### src/rtl/pipe_pkg.sv
// Shared types and constants for the pipeline hazard controller.
package pipe_pkg;

   localparam int REG_W = 5;

   typedef enum logic {
      RUN     = 1'b0,
      MD_BUSY = 1'b1
   } md_state_e;

   localparam logic [1:0] FWD_RF = 2'b00;
   localparam logic [1:0] FWD_W  = 2'b01;
   localparam logic [1:0] FWD_M  = 2'b10;

   // A source matches a destination only when it is a real register (r0 never forwards or stalls).
   function automatic logic reg_hit(input logic [REG_W-1:0] src, input logic [REG_W-1:0] dst);
      return (src != '0) && (src == dst);
   endfunction

endpackage

### src/rtl/pipe_fwd.sv
// Purely combinational forwarding comparators for the Execute ALU and the Decode branch comparator.
module pipe_fwd
   import pipe_pkg::*;
(
   input  logic [REG_W-1:0] rs_d_i,
   input  logic [REG_W-1:0] rt_d_i,
   input  logic [REG_W-1:0] rs_e_i,
   input  logic [REG_W-1:0] rt_e_i,
   input  logic [REG_W-1:0] write_reg_m_i,
   input  logic [REG_W-1:0] write_reg_w_i,
   input  logic             reg_write_m_i,
   input  logic             reg_write_w_i,
   output logic [1:0]       forward_ae_o,
   output logic [1:0]       forward_be_o,
   output logic             forward_ad_o,
   output logic             forward_bd_o
);

   // Memory stage holds the younger result, so it takes priority over writeback.
   always_comb begin
      forward_ae_o = FWD_RF;
      if (reg_write_m_i && reg_hit(rs_e_i, write_reg_m_i)) begin
         forward_ae_o = FWD_M;
      end else if (reg_write_w_i && reg_hit(rs_e_i, write_reg_w_i)) begin
         forward_ae_o = FWD_W;
      end

      forward_be_o = FWD_RF;
      if (reg_write_m_i && reg_hit(rt_e_i, write_reg_m_i)) begin
         forward_be_o = FWD_M;
      end else if (reg_write_w_i && reg_hit(rt_e_i, write_reg_w_i)) begin
         forward_be_o = FWD_W;
      end
   end

   assign forward_ad_o = reg_write_m_i && reg_hit(rs_d_i, write_reg_m_i);
   assign forward_bd_o = reg_write_m_i && reg_hit(rt_d_i, write_reg_m_i);

endmodule

### src/rtl/pipe_ctrl.sv
// Pipeline hazard controller: forwarding, load-use/branch stalls, and a multi-cycle mul/div occupancy FSM.
// Optional stall performance counter enabled by defining PIPE_CTRL_PERF_EN.
module pipe_ctrl
   import pipe_pkg::*;
#(
   parameter int MUL_CYCLES = 4,
   parameter int DIV_CYCLES = 32
) (
   input  logic             clk,
   input  logic             rst,
   input  logic [REG_W-1:0] RsD,
   input  logic [REG_W-1:0] RtD,
   input  logic [REG_W-1:0] RsE,
   input  logic [REG_W-1:0] RtE,
   input  logic [REG_W-1:0] WriteRegE,
   input  logic [REG_W-1:0] WriteRegM,
   input  logic [REG_W-1:0] WriteRegW,
   input  logic             RegWriteE,
   input  logic             RegWriteM,
   input  logic             RegWriteW,
   input  logic             MemtoRegE,
   input  logic             MemtoRegM,
   input  logic             BranchD,
   input  logic             PCSrcD,
   input  logic             MdStartE,
   input  logic             MdIsDivE,
   output logic             StallF,
   output logic             StallD,
   output logic             FlushD,
   output logic             FlushE,
   output logic [1:0]       ForwardAE,
   output logic [1:0]       ForwardBE,
   output logic             ForwardAD,
   output logic             ForwardBD,
   output logic             MdBusy,
   output logic             MdDone
`ifdef PIPE_CTRL_PERF_EN
   ,
   output logic [31:0]      StallCnt
`endif
);

   localparam logic [7:0] MUL_LOAD = 8'(MUL_CYCLES);
   localparam logic [7:0] DIV_LOAD = 8'(DIV_CYCLES);

   md_state_e  state_q, state_d;
   logic [7:0] cnt_q, cnt_d;
   logic       md_done;

   logic [1:0] fwd_ae, fwd_be;
   logic       fwd_ad, fwd_bd;
   logic       lwstall, brstall, hazard_stall, stall;

   pipe_fwd u_fwd (
      .rs_d_i        (RsD),
      .rt_d_i        (RtD),
      .rs_e_i        (RsE),
      .rt_e_i        (RtE),
      .write_reg_m_i (WriteRegM),
      .write_reg_w_i (WriteRegW),
      .reg_write_m_i (RegWriteM),
      .reg_write_w_i (RegWriteW),
      .forward_ae_o  (fwd_ae),
      .forward_be_o  (fwd_be),
      .forward_ad_o  (fwd_ad),
      .forward_bd_o  (fwd_bd)
   );

   assign lwstall = MemtoRegE && (reg_hit(RsD, WriteRegE) || reg_hit(RtD, WriteRegE));
   assign brstall = BranchD &&
                    ((RegWriteE && (reg_hit(RsD, WriteRegE) || reg_hit(RtD, WriteRegE))) ||
                     (MemtoRegM && (reg_hit(RsD, WriteRegM) || reg_hit(RtD, WriteRegM))));
   assign hazard_stall = lwstall || brstall;

   always_ff @(posedge clk or posedge rst) begin
      if (rst) begin
         state_q <= RUN;
         cnt_q   <= 8'd0;
      end else begin
         state_q <= state_d;
         cnt_q   <= cnt_d;
      end
   end

   // MdStartE is only honoured in RUN; in MD_BUSY Execute carries a bubble.
   always_comb begin
      state_d = state_q;
      cnt_d   = cnt_q;
      md_done = 1'b0;
      case (state_q)
         RUN: begin
            if (MdStartE) begin
               state_d = MD_BUSY;
               cnt_d   = MdIsDivE ? DIV_LOAD : MUL_LOAD;
            end
         end
         MD_BUSY: begin
            cnt_d = cnt_q - 8'd1;
            if (cnt_q == 8'd1) begin
               state_d = RUN;
               md_done = 1'b1;
            end
         end
         default: begin
            state_d = RUN;
            cnt_d   = 8'd0;
         end
      endcase
   end

   // Reset forces every pipeline control quiet, independent of the hazard inputs.
   assign stall     = !rst && ((state_q == MD_BUSY) || hazard_stall);
   assign StallF    = stall;
   assign StallD    = stall;
   assign FlushE    = stall;
   assign FlushD    = !rst && (state_q == RUN) && PCSrcD && !stall;
   assign ForwardAE = rst ? FWD_RF : fwd_ae;
   assign ForwardBE = rst ? FWD_RF : fwd_be;
   assign ForwardAD = !rst && fwd_ad;
   assign ForwardBD = !rst && fwd_bd;
   assign MdBusy    = (state_q == MD_BUSY);
   assign MdDone    = md_done;

`ifdef PIPE_CTRL_PERF_EN
   logic [31:0] stall_cnt_q, stall_cnt_d;

   assign stall_cnt_d = stall_cnt_q + 32'd1;

   always_ff @(posedge clk or posedge rst) begin
      if (rst) begin
         stall_cnt_q <= 32'd0;
      end else if (stall) begin
         stall_cnt_q <= stall_cnt_d;
      end
   end

   assign StallCnt = stall_cnt_q;
`endif

endmodule

### config.mk
export PLATFORM = sky130hd
export DESIGN_NAME = pipe_ctrl
export DESIGN_NICKNAME = d
export VERILOG_FILES = /design/src/rtl/pipe_pkg.sv /design/src/rtl/pipe_fwd.sv /design/src/rtl/pipe_ctrl.sv
export SDC_FILE = /design/constraint.sdc
export NUM_CORES = 1
export LEC_CHECK = 0
export ABC_AREA = 1
export BUFFER_PORTS_ARGS = -buffer_cell sky130_fd_sc_hd__buf_2
export CAP_MARGIN = 30
export CORE_AREA = 2 2 62 64
export CTS_CLUSTER_DIAMETER = 150
export DETAILED_ROUTE_END_ITERATION = 7
export DIE_AREA = 0 0 64 66
export SETUP_SLACK_MARGIN = 0.15
export SLEW_MARGIN = 20
export SYNTH_ARGS = -nofsm -noshare
export SYNTH_HDL_FRONTEND = slang
export SYNTH_SLANG_ARGS = --single-unit
### constraint.sdc
create_clock -name clk -period 1.5 [get_ports clk]
set_clock_uncertainty 0.2 [all_clocks]
set_input_delay 0.375 -clock clk [delete_from_list [all_inputs] [get_ports clk]]
set_output_delay 0.375 -clock clk [all_outputs]
set_load 0.01 [all_outputs]
==> qor.yml <==
status:
  status: "finished, violations left"
  violations: "setup timing"
yosys:
  synthTopCellsByArea: "dfrtp_1 (19%), nand2_1 (15%), xor2_1 (11%), nor2_1 (9.1%), inv_1 (8.8%)"
  ys_ff_latch: 9
  yosysTopAreaCell: "dfrtp_1"
  ys_types: 28
  synthCells: 201
  synth_fp_nets: 249
  ys_warn_count: 0
  synth_seq_area_share: 0.189
  synth_area_per_cell_um2: 5.92
  yosysTopAreaCellShare: 0.189
  syn_area_mm2: 0.00119
timing:
  max_freq_mhz: 516
  tns_ns: -3.90
  timing.final.crit_period_ns: 1.94
  hold_viol: 0
  layout_setup_ws_ns: -0.438
  worst_pin_slew_ns: 0.457
  setup_viol: 13
  relSlewSlack: 0.695
  period_share: 1.29
  rsz0062_at_grt: "yes"
  holdWs_ns: 0.211
  slew_viol_final: 0
critical_path:
  critPathMaxFanout: 5
  end_kind: "primary output"
  rr_endpoint: "cnt_q[7]"
  setup.worst_path.class: "input pin to primary output"
  cp-start-kind: "input pin"
  worst_ep_arrival_time_ns: 1.36
  r2r_setup_slack_ns: -0.04
  reg2reg_from: "cnt_q[2]"
  r2r_cells: 7
  cp.required_ns: 0.92
floorplan:
  die-area_mm2: 0.00422
  initial_core_util: 0.335
  core_mm2: 0.00355
  fp.dieH_um: 66
  die_x_um: 64
  io_pins: 58
  placementRows: 22
routing:
  vias_per_cell: 4.72
  drt_wl_total_mm: 4.17
  route.antenna.remaining_nets: 0
  drt_pre_antenna_iters: 6
  drc: 0
  wire_per_inst_um: 12.5
  first_iter_violations: 44
  via_count: 1580
global_routing:
  grt_pass1_wl_mm: 6.13
  antenna_found_initial: 0
  grt-ovfl-total: 0
  track_usage: 0.184
  top_usage_layer: "met2"
  met3_usage: 0.0153
  first_global_vias: 1432
  grt_max_degree: 10
  grt_util_met2: 0.350
  use_met1: 0.216
final_layout:
  antenna-diode-count: 0
  final_common_cell: "nand2_1"
  fillers: 299
  regArea_um2: 226
  utilization: 0.646
  final_nets: 336
  layout_common_cells: "nand2_1 (39), buf_4 (28), buf_2 (25)"
  multi_input_area_mm2: 0.00110
  area_delta_synth_final_pct: 92.6
  drive_gt1_frac: 0.564
cts:
  cts_sinks: 9
  clock_latency_ns: 0.27
  cts_tree: "built"
  numCtsBuffers: 3
  htreeDepth: 1
  cts-root-buf: "clkbuf_4"
  clockBufferDepth: 2
  clk_pin_slew_ns: 0.07
placement:
  gp_congestion: 0.812
  pre_cts_slack_ns: -0.463
  dp_hpwl_mm: 2.86
  port_buffers: 57
job:
  max-cap-violations: 0
worst_hold_path:
  min_path_type: "input pin to async pin"
power:
  vdd_drop_max_uv: 303
  p_leak_nw: 1.15
  power.total_mw: 1.89
  power.density_mw_per_mm2: 826
[layout make-up]
type | instances | area share
tap | 48 | 0.0262
timing repair buffer | 84 | 0.317
multi-input combinational | 156 | 0.480
sequential | 9 | 0.0988
inverter | 34 | 0.0666
clock buffer | 4 | 0.0115
[per-stage QoR]
| stage | instance area [um^2] | instances |
|---|---|---|
| 6_report | 2290 | 335 |
| 5_1_grt | 2290 | 335 |
| 4_1_cts | 2020 | 329 |
| 3_5_place_dp | 1700 | 321 |
| 3_3_place_gp | 1700 | 321 |
| 2_1_floorplan | 1250 | 201 |
[kinds of logic after synthesis]
kind of cell | share of synthesized area
xor+xnor | 0.162
buf+inv | 0.120
flops | 0.189
compound gates | 0.109
simple gates | 0.399
fa+ha+maj | 0.0210
[worst max-delay path, cell delays in order]
cell and delay (ns):
buf_12 0.11, xnor2_4 0.14, nand2_2 0.09, nor2_2 0.14
nand2_2 0.07, nand2_2 0.06, nand2_2 0.05, nand3_2 0.08
nand2_2 0.06, inv_2 0.08, buf_6 0.10
[synth_stat cells]
cell,instances
nor2_2,1
nand4_1,3
o21ai_0,6
nand3b_1,1
a21o_1,1
a21oi_1,3
or2_1,1
o211ai_1,1
or2_2,2
buf_4,2
ha_1,2
dfrtp_1,9
o22ai_1,4
inv_2,6
xnor2_1,7
inv_1,28
o21ai_1,4
nor2_1,29
o2111ai_1,2
nand2_1,48
nand3_2,1
nand2_2,1
xor2_1,15
nor4_1,1
a211oi_1,1
nor2b_1,1
nand3_1,14
nor3_1,7
[registers in the layout, indices dropped and copies added, names as in the netlist]
register  count
cnt_q         8
MdBusy        1
[worst max-delay path by stage]
stage                 startpoint  slack, ns  endpoint  cells past startpoint
finish              WriteRegM[3]      -0.44    FlushE                     11
floorplan           WriteRegM[3]      -0.21    StallD                     10
CTS                       RsD[1]      -0.39    StallD                     11
global route        WriteRegM[2]      -0.50    FlushE                     13
global placement    WriteRegM[3]      -0.47    FlushE                     11
detailed placement  WriteRegM[3]      -0.46    StallD                     11
[power by group]
group          internal (mW)  switching (mW)  total [mW]
clock network          0.103          0.0943       0.197
logic                  0.623           0.591        1.21
registers              0.360           0.123       0.483
[metal layers]
metal | part of all wire | up-vias
met2 | 0.55 | 47
met4 | 0.019 | 0
met5 | 0 | -
met1 | 0.39 | 713
met3 | 0.045 | 11
li1 | - | 809
[what timing repair did]
item	CTS	global route
resized for setup	72	61
endpoints found under the hold margin	9	0
pin swaps	32	45
hold buffers	1	0
setup endpoints to repair	18	29
buffers inserted	3	6
Note: power is estimated with default switching activity, not from simulation.
